### config.mk
export PLATFORM = sky130hd
export DESIGN_NAME = calc_ctx_arbiter
export DESIGN_NICKNAME = d
export VERILOG_FILES = /design/src/rtl/calc_ctx_arbiter.sv
export SDC_FILE = /design/constraint.sdc
export NUM_CORES = 1
export LEC_CHECK = 0
export CAP_MARGIN = 20
export CORE_MARGIN = 5
export CORE_UTILIZATION = 47
export CTS_CLUSTER_DIAMETER = 120
export DETAILED_ROUTE_END_ITERATION = 12
export HOLD_SLACK_MARGIN = 0.03
export MAX_ROUTING_LAYER = met4
export PLACE_DENSITY = 0.92
export SYNTH_ARGS = -nofsm -noshare
export SYNTH_HDL_FRONTEND = slang
export SYNTH_SLANG_ARGS = --single-unit
### constraint.sdc
create_clock -name CLC -period 2.03 [get_ports CLC]
set_input_delay 0.203 -clock CLC [delete_from_list [all_inputs] [get_ports CLC]]
set_output_delay 0.203 -clock CLC [all_outputs]
set_load 0.02 [all_outputs]
### src/rtl/calc_ctx_arbiter.sv
// calc_ctx_arbiter: round-robin sharing of one calculator datapath
// between two requesters, each with a private saved accumulator.
module calc_ctx_arbiter #(
  parameter int unsigned DP_LAT = 1
) (
  input  logic        CLC,
  input  logic        RESETn,
  input  logic        a_valid,
  output logic        a_ready,
  input  logic [2:0]  a_op,
  input  logic [15:0] a_operand,
  input  logic        b_valid,
  output logic        b_ready,
  input  logic [2:0]  b_op,
  input  logic [15:0] b_operand,
  output logic        a_rsp_valid,
  output logic        b_rsp_valid,
  output logic [15:0] rsp_result,
  output logic        rsp_zero,
  output logic [2:0]  dp_op,
  output logic [15:0] dp_operand,
  output logic        dp_en,
  output logic        dp_load,
  output logic [15:0] dp_load_val,
  input  logic [15:0] dp_acc,
  input  logic        dp_zero,
  output logic        owner,
  output logic        busy
);

  typedef enum logic [2:0] {
    IDLE   = 3'd0,
    SWITCH = 3'd1,
    EXEC   = 3'd2,
    WAIT   = 3'd3,
    RESP   = 3'd4
  } state_t;

  typedef struct packed {
    logic        req;
    logic [2:0]  op;
    logic [15:0] operand;
  } req_t;

  state_t      state;
  state_t      state_nx;
  req_t        req_r;
  logic        last;
  logic        grant;
  logic        take;
  logic [15:0] ctx [2];
  logic [2:0]  cnt;

  // B wins when alone, or on a tie when A was served last
  assign grant = b_valid & (~a_valid | ~last);
  assign take  = (state == IDLE) & RESETn & (a_valid | b_valid);
  assign busy  = (state != IDLE);

  always_ff @(posedge CLC or negedge RESETn) begin
    if (!RESETn) begin
      state <= IDLE;
    end else begin
      state <= state_nx;
    end
  end

  always_comb begin
    state_nx    = state;
    a_ready     = 1'b0;
    b_ready     = 1'b0;
    a_rsp_valid = 1'b0;
    b_rsp_valid = 1'b0;
    dp_op       = 3'd0;
    dp_operand  = 16'd0;
    dp_en       = 1'b0;
    dp_load     = 1'b0;
    dp_load_val = 16'd0;
    unique case (state)
      IDLE: begin
        a_ready = RESETn & ~grant;
        b_ready = RESETn & grant;
        if (take) begin
          state_nx = (grant != owner) ? SWITCH : EXEC;
        end
      end
      SWITCH: begin
        dp_load     = 1'b1;
        dp_load_val = ctx[req_r.req];
        state_nx    = EXEC;
      end
      EXEC: begin
        dp_en      = 1'b1;
        dp_op      = req_r.op;
        dp_operand = req_r.operand;
        state_nx   = WAIT;
      end
      WAIT: begin
        if (cnt == 3'd1) begin
          state_nx = RESP;
        end
      end
      RESP: begin
        a_rsp_valid = ~req_r.req;
        b_rsp_valid = req_r.req;
        state_nx    = IDLE;
      end
      default: begin
        state_nx = IDLE;
      end
    endcase
  end

  always_ff @(posedge CLC or negedge RESETn) begin
    if (!RESETn) begin
      req_r      <= '0;
      last       <= 1'b1;
      owner      <= 1'b0;
      ctx[0]     <= 16'd0;
      ctx[1]     <= 16'd0;
      cnt        <= 3'd0;
      rsp_result <= 16'd0;
      rsp_zero   <= 1'b0;
    end else begin
      if (take) begin
        req_r.req     <= grant;
        req_r.op      <= grant ? b_op : a_op;
        req_r.operand <= grant ? b_operand : a_operand;
        last          <= grant;
      end
      if (state == SWITCH) begin
        ctx[owner] <= dp_acc;
        owner      <= req_r.req;
      end
      if (state == EXEC) begin
        cnt <= 3'(DP_LAT);
      end else if (state == WAIT) begin
        cnt <= cnt - 3'd1;
        if (cnt == 3'd1) begin
          rsp_result <= dp_acc;
          rsp_zero   <= dp_zero;
        end
      end
    end
  end

endmodule

Word level (Yosys, flattened, before mapping) --
Cells that the tools add are included.
Storage, ports and cells: register bits 77, logic and storage cells 66, input bits 59
Cells by class: equality and inequality tests 8, bitwise logic cells 14, reductions and logical operators 6, add/subtract/negate cells 1, muxes and demuxes 23, order comparisons 3
Operators with widths (number):
- $mux W16 | 7
- $bwmux W32 | 1
- $mux W3 | 6
- $demux W16 S1 | 1
- $pmux W3 S4 | 1
- $eq A3 B1 Y1 const B | 2
- $eq A3 B2 Y1 const B | 2
- $mux W1 | 6
- $and A1 B1 Y1 | 5
- $not A1 Y1 | 5
- $ge A2 B2 Y1 const B | 2
- $ne A2 B2 Y1 const B | 2
- $not A1 Y2 | 2
- $eq A3 B3 Y1 const B | 1
- $logic_not A3 Y1 | 1
- $reduce_and A3 Y1 | 1
- $reduce_bool A3 Y1 | 1
- $sub A3 B1 Y3 const B | 1
- $lt A2 B1 Y1 const B | 1
- $mux W2 | 1
- $or A1 B1 Y1 | 2
- $reduce_and A2 Y1 | 1
- $reduce_bool A2 Y1 | 1
- $logic_and A1 B1 Y1 | 1
- $ne A1 B1 Y1 | 1

Logic depth before layout (Yosys ltp) --
word-level depth 7, gate-level depth with buffers 6, mapped depth without buffers 5

Worst setup path before layout --
OpenSTA, ideal clock, no wires.
kind reg-to-output, start point register state[1], end point output port dp_load_val[10], data required time 1.827 ns, path buffers 3, slack 0.223 ns, cell stages (with the launch flop) 6, data arrival time 1.604 ns, cells stage by stage dfrtp_1 buf_6 or3b_4 buf_2 buf_2 nor2_1
Between the ends: longest elaborated chain between the ends 2
Ends and longest elaborated chain:
- start, declared | RTL line 45 | state_t state;
- start signal, assigned | RTL line 63 | state <= state_nx;
- $eq A3 B1 Y1 | RTL line 78 | unique case (state)
- $mux W16 | RTL line 78
- end, declared | RTL line 24 | output logic [15:0] dp_load_val,
No other way between the ends.

Final worst setup path --
start point register state[0], end point register ctx[9] (netlist bit)
Between the ends: longest elaborated chain between the ends 1
Ends and longest elaborated chain:
- $eq A3 B1 Y1 | RTL line 130 | if (state == SWITCH) begin
- end signal, assigned by index | RTL line 131 | ctx[owner] <= dp_acc;
- end, declared | RTL line 51 | logic [15:0] ctx [2];
No other way between the ends. A chain may end at the register's enable or synchronous reset.

==> impl_metrics.py <==
metrics = {
    "status": {
        "status": "finished clean",
    },
    "worst_setup_path": {
        "cp-start-kind": "flip-flop",
        "criticalPathCategory": "flip-flop to flip-flop",
        "critPathCaptureType": "flip-flop",
        "critPathArrivalTime_ns": 2.20,
        "path_cells": "or3b_4 -> buf_6 -> buf_4 -> nor2_8 -> buf_12 -> mux2_4",
        "required_ns": 2.26,
        "cp_max_fo": 13,
        "slowest_delay_ns": 0.45,
        "slowest_stage": "or3b_4",
    },
    "synthesis": {
        "yosysTopAreaCellShare": 0.4997,
        "yosys_register_bits": 77,
        "yosys-top-cells-area": "dfrtp_1 50%, mux2_2 20%, mux2_4 7.9%",
        "synthFlopType": "dfrtp_1",
        "synthCells": 278,
        "ys_types": 37,
        "syn_area_per_cell_sq_um": 13.69,
        "synth_edf_count": 0,
        "seq_area_frac_synth": 0.5066,
        "yosysTopAreaCell": "dfrtp_1",
        "syn_nets": 339,
        "async_flop_share": 1.000,
        "netlist_area_sq_um": 3806,
        "yosys_warnings": 0,
    },
    "placed_design": {
        "gp_congestion": 0.8012,
        "dp_slack_ns": 0.05806,
        "hpwl_mm": 6.654,
        "io_buffer_count": 118,
    },
    "detailed_routing": {
        "antenna_left": 0,
        "vias": 2638,
        "wirelength_mm": 9.153,
        "wire_per_inst_um": 17.64,
        "drtIter0Drc": 91,
        "viasPerCell": 5.083,
        "drc": 0,
        "drt-pass1-iter-count": 4,
    },
    "cells_and_area": {
        "seq_area_sq_um": 1928,
        "final_cell_mix": "76 x dfrtp_1, 75 x clkdlybuf4s50_1, 66 x mux2_2",
        "final_nets": 473,
        "final_common_cell": "dfrtp_1",
        "fin_util": 0.6782,
        "area_growth_syn_to_layout_pct": 39.12,
        "multi_input_area_sq_um": 1720,
        "layout-drive-gt1-share": 0.3789,
        "fillers": 563,
        "diodes": 0,
    },
    "clock_tree": {
        "htreeDepth": 3,
        "worstSkewPairLatency_ns": 0.35,
        "clock_sinks": 77,
        "cts_hold_buf": 0,
        "cts_tree": "done",
        "cts_root_buffer": "clkbuf_8",
        "numCtsBuffers": 9,
        "path_clk_slew_ns": 0.08,
        "clockBufferDepth": 2,
    },
    "pwr": {
        "switchingPower_mw": 3.006,
        "p_int_mw": 5.349,
        "leakage_nw": 2.393,
        "p_seq_frac": 0.331,
        "powerDensity_nw_per_um2": 1578,
        "irDropWorstVdd_uv": 834.9,
        "swShare": 0.3598,
        "power_frac_comb": 0.512,
        "clkPwrFrac": 0.157,
    },
    "grt": {
        "grt_max_degree": 78,
        "grt_pass1_wl_mm": 14.72,
        "gr-usage-all-layers": 0.1931,
        "grt_overflow": 0,
        "antenna_found_initial": 0,
        "first_global_vias": 2842,
    },
    "timing": {
        "grt_setup_unrepaired": "no",
        "drv_slew": 0,
        "setup_violations": 0,
        "worst_clock_skew_ns": 0.008105,
        "setup_slack_ns": 0.06493,
        "period_needed_ns": 1.965,
        "timing.final.crit_share": 0.9680,
        "finalHoldViolations": 0,
        "fmax_mhz": 508.9,
        "tightest_slew_ns": 0.9601,
        "relSlewSlack": 0.3599,
    },
    "job": {
        "max-cap-violations": 0,
    },
    "floorplanning": {
        "pin_count": 119,
        "design.core.area_sq_um": 7807,
        "rows": 32,
        "die_x_um": 99.99,
        "fp.dieArea_sq_um": 9998,
        "start_util": 0.4875,
        "die_y_um": 99.99,
    },
    "min_path": {
        "worstHoldPathType": "input port to asynchronous set/reset pin",
    },
}
==> logic make-up (layout without fill, tap and decap cells) <==
group	after synthesis	after routing	share of synthesized area
buf+inv	22	161	0.04241
simple gates	57	57	0.09566
compound gates	16	16	0.02696
fa+ha+maj	2	2	0.006574
mux	104	104	0.3218
flops	77	77	0.5066
==> what timing repair did <==
action,4_1_cts,5_1_grt
buffers inserted,1,6
resized for setup,76,38
setup endpoints to repair,42,32
pin swaps,0,1
==> Yosys cell counts, types with 2 or more instances <==
| master | count |
|---|---|
| dfrtp_1 | 76 |
| mux2_2 | 66 |
| and2_1 | 20 |
| mux2_4 | 20 |
| nor2_1 | 18 |
| mux2i_1 | 17 |
| buf_2 | 6 |
| inv_1 | 6 |
| o21ai_0 | 5 |
| buf_4 | 4 |
| nand2_1 | 4 |
| a21oi_1 | 3 |
| buf_12 | 3 |
| a31o_2 | 2 |
| and3_1 | 2 |
| clkbuf_1 | 2 |
| ha_1 | 2 |
| nand2b_1 | 2 |
| nor2_8 | 2 |
==> routing by layer <==
metal / global-route usage / vias up / routed length [um]
li1: - / 1237 / -
met1: 0.2395 / 1320 / 3893
met3: 0.02780 / 17 / 346
met5: - / - / 0
met2: 0.3155 / 64 / 4692
met4: 0.08497 / 0 / 221
==> path summary, 6_finish.rpt <==
check | from | end | cells past startpoint | slack (ns)
worst max-delay path | state[0]$_DFFE_PN0P_ | ctx[9]$_DFFE_PN0P_ | 6 | 0.06
worst min-delay path | RESETn | ctx[0]$_DFFE_PN0P_ | 2 | 0.12
worst max register to register | state[0]$_DFFE_PN0P_ | ctx[9]$_DFFE_PN0P_ | 6 | 0.06
worst min register to register | req_r[1]$_DFFE_PN0P_ | req_r[1]$_DFFE_PN0P_ | 1 | 0.49
max in group asynchronous | RESETn | rsp_result[2]$_DFFE_PN0P_ | 2 | 1.28
min in group CLC | RESETn | last$_DFFE_PN1P_ | 4 | 0.31
==> final cells by class <==
cell class                 count  share of cell area
sequential                    77              0.3641
multi-input combinational    179              0.3249
timing repair buffer         139              0.2401
clock buffer                  12             0.02930
tap                          102             0.02410
clock inverter                 4             0.01323
inverter                       6            0.004253
==> worst max-delay path, delay by kind of cell, from the launching register on <==
kind / cells / cell delay (ns)
and+or+nand+nor: 2 / 0.63
DFF: 1 / 0.41
muxes: 1 / 0.30
buffers and inverters: 3 / 0.52
==> sequential cells by signal, summed over array words and instances (netlist names) <==
name        count
ctx            32
req_r          20
rsp_result     16
cnt             3
state           3
last            1
owner           1
rsp_zero        1
==> metrics by stage <==
step	hold slack (ns)	setup TNS, ns	cell area (sq um)	total power [mW]	instances
2_1_floorplan	-0.09259	0	3806	5.519	278
5_1_grt	0.2317	0	5295	8.847	519
4_1_cts	0.1731	-0.02168	5298	8.396	513
6_report	0.1235	0	5295	8.355	519
3_5_place_dp	0.4791	0	5132	7.270	496
3_3_place_gp	0.4615	0	5132	7.093	496
==> power by group through the flow <==
stage / Combinational [mW] / Sequential, mW / Clock [mW]
4_1_cts: 4.30 / 2.77 / 1.33
6_report: 4.28 / 2.76 / 1.31
5_1_grt: 4.58 / 2.87 / 1.40
3_5_place_dp: 4.49 / 2.78 / 0
2_1_floorplan: 2.62 / 2.90 / 0
3_3_place_gp: 4.36 / 2.73 / 0
No activity file was read; power rests on OpenSTA's default activity.
